==> src/rtl/conv_pkg.sv <==
// Shared types and sizing helpers for the 2-D convolution engine.
// Holds the control state enum, the accumulator width rule and a clog2 that never returns 0.
package conv_pkg;

    typedef enum logic [1:0] {
        IDLE  = 2'd0,
        RUN   = 2'd1,
        DRAIN = 2'd2
    } state_t;

    function automatic int clog2(input int v);
        int r;
        r = 0;
        while ((1 << r) < v) r++;
        return (r < 1) ? 1 : r;
    endfunction

    // Worst-case |sum| of K*K products of an unsigned DW pixel and a signed WW weight.
    function automatic int acc_width(input int dw, input int ww, input int k);
        return dw + ww + 1 + clog2(k * k);
    endfunction

endpackage

==> src/rtl/conv_line_buffer.sv <==
// K-1 row line buffers plus the KxK sliding window; shifts one column per accepted pixel.
// Latency: window reflects a pixel on the edge it is accepted; holds whenever shift_en is low.
// Backpressure: none of its own, the caller gates shift_en with the input handshake.
module conv_line_buffer #(
    parameter int W  = 28,
    parameter int K  = 3,
    parameter int DW = 8,
    parameter int CW = 5
) (
    input  logic                  clk,
    input  logic                  shift_en,
    input  logic [CW-1:0]         col,
    input  logic [DW-1:0]         pixel,
    output logic [K*K*DW-1:0]     window
);

    // rows[m] holds image row (current - 1 - m), indexed by column.
    logic [DW-1:0] rows [K-1][W];
    logic [DW-1:0] colv [K];
    logic [DW-1:0] win  [K][K];

    always_comb begin
        for (int i = 0; i < K - 1; i++) colv[i] = rows[K-2-i][col];
        colv[K-1] = pixel;
    end

    always_ff @(posedge clk) begin
        if (shift_en) begin
            rows[0][col] <= pixel;
            for (int m = 1; m < K - 1; m++) rows[m][col] <= rows[m-1][col];
            for (int i = 0; i < K; i++) begin
                for (int j = 0; j < K - 1; j++) win[i][j] <= win[i][j+1];
                win[i][K-1] <= colv[i];
            end
        end
    end

    // Row-major flattening: tap t = i*K + j, i = 0 is the oldest row.
    always_comb begin
        for (int t = 0; t < K * K; t++) window[t*DW +: DW] = win[t/K][t%K];
    end

endmodule

==> src/rtl/conv2d_engine.sv <==
// Streaming KxK valid-mode convolution; optional ReLU output clamp via CONV2D_RELU_EN.
// Latency: out_valid 2 cycles after the pixel that completes a window is accepted.
// Backpressure: whole pipeline and in_ready hold while out_valid && !out_ready.
module conv2d_engine
    import conv_pkg::*;
#(
    parameter int H  = 28,
    parameter int W  = 28,
    parameter int K  = 3,
    parameter int DW = 8,
    parameter int WW = 8,
    localparam int ACC_W = acc_width(DW, WW, K),
    localparam int AW    = clog2(K * K)
) (
    input  logic                    clk,
    input  logic                    rst_n,
    input  logic                    in_valid,
    output logic                    in_ready,
    input  logic [DW-1:0]           in_pixel,
    input  logic                    w_we,
    input  logic [AW-1:0]           w_addr,
    input  logic [WW-1:0]           w_data,
    output logic                    out_valid,
    input  logic                    out_ready,
    output logic signed [ACC_W-1:0] out_data,
    output logic                    out_last,
    output logic                    busy
);

    localparam int RW = clog2(H);
    localparam int CW = clog2(W);
    localparam logic [RW-1:0] ROW_LAST = RW'(H - 1);
    localparam logic [RW-1:0] ROW_WIN  = RW'(K - 1);
    localparam logic [CW-1:0] COL_LAST = CW'(W - 1);
    localparam logic [CW-1:0] COL_WIN  = CW'(K - 1);

    state_t state, state_nxt;
    logic [RW-1:0] row;
    logic [CW-1:0] col;
    logic          accept, stall, win_ok, frame_end;
    logic          v0, l0, v1, l1;
    logic signed [WW-1:0]    wt [K*K];
    logic [K*K*DW-1:0]       window;
    logic signed [ACC_W-1:0] sum_c, pe, we, s1_sum;

    assign accept    = in_valid && in_ready;
    assign stall     = out_valid && !out_ready;
    assign win_ok    = (row >= ROW_WIN) && (col >= COL_WIN);
    assign frame_end = (row == ROW_LAST) && (col == COL_LAST);

    always_ff @(posedge clk or negedge rst_n) begin
        if (!rst_n) state <= IDLE;
        else        state <= state_nxt;
    end

    always_comb begin
        state_nxt = state;
        busy      = (state != IDLE);
        in_ready  = (state != DRAIN) && !stall;
        case (state)
            IDLE:    if (accept) state_nxt = RUN;
            RUN:     if (accept && frame_end) state_nxt = DRAIN;
            DRAIN:   if (out_valid && out_ready && out_last) state_nxt = IDLE;
            default: state_nxt = IDLE;
        endcase
    end

    always_ff @(posedge clk or negedge rst_n) begin
        if (!rst_n) begin
            row <= '0;
            col <= '0;
        end else if (accept) begin
            if (col == COL_LAST) begin
                col <= '0;
                row <= (row == ROW_LAST) ? '0 : row + 1'b1;
            end else begin
                col <= col + 1'b1;
            end
        end
    end

    // Coefficients are frozen for the whole frame once the engine leaves IDLE.
    always_ff @(posedge clk or negedge rst_n) begin
        if (!rst_n) begin
            for (int t = 0; t < K * K; t++) wt[t] <= '0;
        end else if (w_we && state == IDLE && int'(w_addr) < K * K) begin
            wt[w_addr] <= w_data;
        end
    end

    conv_line_buffer #(.W(W), .K(K), .DW(DW), .CW(CW)) u_lb (
        .clk      (clk),
        .shift_en (accept),
        .col      (col),
        .pixel    (in_pixel),
        .window   (window)
    );

    always_comb begin
        sum_c = '0;
        pe    = '0;
        we    = '0;
        for (int t = 0; t < K * K; t++) begin
            pe    = $signed({{(ACC_W-DW){1'b0}}, window[t*DW +: DW]});
            we    = {{(ACC_W-WW){wt[t][WW-1]}}, wt[t]};
            sum_c = sum_c + pe * we;
        end
    end

    // Stage 0 is the window register; stage 1 the sum; stage 2 the output register.
    always_ff @(posedge clk or negedge rst_n) begin
        if (!rst_n) begin
            v0        <= 1'b0;
            l0        <= 1'b0;
            v1        <= 1'b0;
            l1        <= 1'b0;
            s1_sum    <= '0;
            out_valid <= 1'b0;
            out_last  <= 1'b0;
            out_data  <= '0;
        end else if (!stall) begin
            v0        <= accept && win_ok;
            l0        <= accept && frame_end;
            v1        <= v0;
            l1        <= l0;
            out_valid <= v1;
            out_last  <= l1;
            if (v0) s1_sum <= sum_c;
            if (v1) begin
`ifdef CONV2D_RELU_EN
                out_data <= s1_sum[ACC_W-1] ? '0 : s1_sum;
`else
                out_data <= s1_sum;
`endif
            end
        end
    end

endmodule

==> config.mk <==
export PLATFORM = sky130hd
export DESIGN_NAME = conv2d_engine
export DESIGN_NICKNAME = d
export VERILOG_FILES = /design/src/rtl/conv_pkg.sv /design/src/rtl/conv_line_buffer.sv /design/src/rtl/conv2d_engine.sv
export SDC_FILE = /design/constraint.sdc
export NUM_CORES = 2
export LEC_CHECK = 0
export CORE_ASPECT_RATIO = 0.75
export CORE_MARGIN = 2
export CORE_UTILIZATION = 45
export DETAILED_ROUTE_END_ITERATION = 10
export GPL_TIMING_DRIVEN = 0
export HOLD_SLACK_MARGIN = 0.12
export PLACE_DENSITY = 0.62
export SLEW_MARGIN = 20
export SYNTH_ARGS = -nofsm -noshare
export SYNTH_HDL_FRONTEND = slang
export SYNTH_SLANG_ARGS = --single-unit
==> constraint.sdc <==
create_clock -name clk -period 10.4 [get_ports clk]
set_clock_uncertainty 0.05 [all_clocks]
set_input_delay 1.56 -clock clk [delete_from_list [all_inputs] [get_ports clk]]
set_output_delay 1.56 -clock clk [all_outputs]
set_load 0.02 [all_outputs]
==> reports/summary.txt <==
Post-synth EDFFs -> 520
Post-Syn Nets -> 4398
Max Freq -> 119 MHz
startpoint types -> flop
post-synthesis cell type with the largest combined area -> edfxtp_1
drt drc -> 0
Yosys Warn Count -> 0
setup bufs post-CTS -> 0
Critical Path RT -> 10860 ps
WP data arrival -> 8840 ps
relative slew slack -> 23.3%
P_leak -> 22.5 nW
Final Cell Area -> 51300 um2
Critical Path Fanout Max -> 7
CTS clock-pin slew for the worst setup and hold paths -> 70 ps
flops & latches, synth -> 652
fillers -> 8872
Least-Margin Pin Slew -> 1150 ps
top-level I/O count -> 50
Die Y -> 282 um
count of cell types in the netlist -> 59
worst hold path class -> reg -> reg
syn_area_per_cell -> 13.2 um2
most common cell after layout, fill and taps aside -> inv_1
Port Buffers -> 47
final antenna-violating net count -> 0
core area -> 102000 um2
share of cells above drive strength 1 -> 11.3%
antenna violations before repair -> 8
Clock Path Buffers -> 3
Sequential Area -> 18900 um2
Final min period -> 8380 ps
Via Count -> 26780
top post-synthesis cells by area -> edfxtp_1, fa_1, ha_1
largest net degree at the start of global routing -> 76
Site Rows -> 101
via/cell ratio -> 5.31
Initial Util -> 45.6%
synth-to-layout area growth -> 10.8%
status -> completed
Clock Sinks -> 652
Root Driver -> clkbuf_16
worst vdd ir -> 0.000186 V
Max Cap Viol -> 0
vias in the first global route -> 27615
worst-skew pair later-pin latency -> 660 ps
DRT iter0 DRCs -> 2286
Post-DP HPWL -> 94300 um
Final Hold Vio Count -> 0
total power divided by cell area -> 200 nW/um2
CTS Buf Count -> 69
RSZ-0062 raised after global routing -> false
final net count -> 4548
area of the multi-input gates -> 24400 um2
Cell Area, Placed -> 49100 um2
synthesized cell area -> 46300 um2
commonest cells after routing, fill and taps aside -> inv_1, fa_1, edfxtp_1, and2_1, ha_1
# hold bufs at CTS -> 0
die area -> 106000 um2
fin cells -> 5045
Post-synth ARST share -> 20.2%
post-synthesis sequential area ratio -> 40.8%
Clock H-tree levels -> 3
Post-synth top flop -> edfxtp_1
Initial DRT Pass Iterations -> 7
Final Cycle Share -> 80.6%
CTS tree -> built
gr usage total -> 23.9%
setup violators final -> 0
WL per Instance -> 24.1 um
Slew Limit Fails -> 0
area fraction of the dominant cell type after synthesis -> 33.7%
CTS-repair resized insts -> 0
placed cell count -> 4917
Hold WS -> 423 ps
Final GP Congestion -> 0.944
Mapped Cells -> 3499
die width -> 375 um
Worst setup EP type -> flop
Total Neg Setup Slack -> 0 ps
grt ovf -> 0
critical path type -> reg -> reg
Pwr Total -> 10.2 mW
R2R Setup Slk -> 2020 ps
total wire length -> 122000 um
global-route wire length before repair -> 182000 um
flip-flops by register name (all words and copies together), names as in the netlist:
name,flops
out_data,21
out_valid,1
we,8
row,5
u_lb.win,72
l1,1
col,5
v1,1
out_last,1
state,2
u_lb.rows,448
s1_sum,21
v0,1
l0,1
wt,64
critical path: stages (launching register included):
cell,delay (ps)
dfrtp_1,540
inv_1,370
nor2_1,130
fa_1,560
inv_1,60
fa_1,530
inv_1,50
fa_1,490
inv_1,100
fa_1,570
inv_1,60
fa_1,480
fa_1,560
inv_1,60
fa_1,540
fa_1,450
fa_1,520
inv_1,50
fa_1,430
ha_1,370
a2111o_1,380
a21oi_1,190
nor2_1,110
a311oi_1,320
xor2_1,180
o21ai_0,80
power breakdown:
group	switching [mW]	internal [mW]	total [mW]
logic	2.39	1.50	3.89
registers	0.354	3.48	3.83
clock network	1.11	1.41	2.52
cells in the mapped netlist, types with 4 or more instances:
cell type	n
nor2b_1	35
a22oi_1	6
buf_4	5
nand3_1	13
xnor2_1	15
or4_1	4
a31oi_1	4
o221ai_1	4
and2_1	336
nor2_1	73
fa_1	574
o21ai_0	34
ha_1	300
a21o_1	5
nor3_1	13
or3_1	4
nand2_1	242
clkbuf_1	40
o31ai_1	4
buf_2	12
inv_1	755
nand2b_1	31
edfxtp_1	520
xor2_1	7
a21oi_1	25
mux2i_1	20
mux4_2	121
o21a_1	4
dfrtp_1	132
buf_1	10
mux2_2	98
a22o_1	4
and3_1	5
cell families after synthesis:
kind of cell	Yosys count	share of synthesized area, %
fa+ha+maj	874	32.9
buf+inv	827	6.80
flops	652	40.8
simple gates	772	8.79
mux	240	8.72
compound gates	112	1.54
xor+xnor	22	0.416
worst paths after layout:
kind	depth (start not counted)	end	startpoint
max	25	s1_sum[14]$_DFFE_PN0P_	wt[31]$_DFFE_PN0P_
min	2	s1_sum[2]$_DFFE_PN0P_	s1_sum[2]$_DFFE_PN0P_
max reg2reg	25	s1_sum[14]$_DFFE_PN0P_	wt[31]$_DFFE_PN0P_
min reg2reg	2	s1_sum[2]$_DFFE_PN0P_	s1_sum[2]$_DFFE_PN0P_
max in group asynchronous	2	wt[47]$_DFFE_PN0P_	rst_n
min in group asynchronous	1	s1_sum[1]$_DFFE_PN0P_	rst_n
per-stage QoR:
stage                     util (%)  setup WS, ps
final                         50.5          2020
after global routing          50.5          1670
after CTS                     50.5          1970
after detailed placement      48.3          2020
after global placement        47.7          1330
after floorplan                  -          2900
layer usage:
metal,routed length (um),share of wire (%),vias to the layer above,GRT usage (%)
met5,156,0.13,-,0.943
met4,3360,2.8,4,6.59
met3,12800,11,156,8.05
met2,50400,42,999,33.6
met1,54700,45,13996,35.0
li1,-,-,11625,-
layout make-up:
type	instances	share of cell area [%]
inverters	758	5.55
well taps	1339	3.26
multi-input cells	2020	47.6
plain buffers	69	0.612
flip-flops and latches	652	36.9
clock buffers	95	3.71
clock inverters	32	0.731
repair buffers	79	1.66
diodes	1	0.00487
Power figures use the tool's default switching activity.
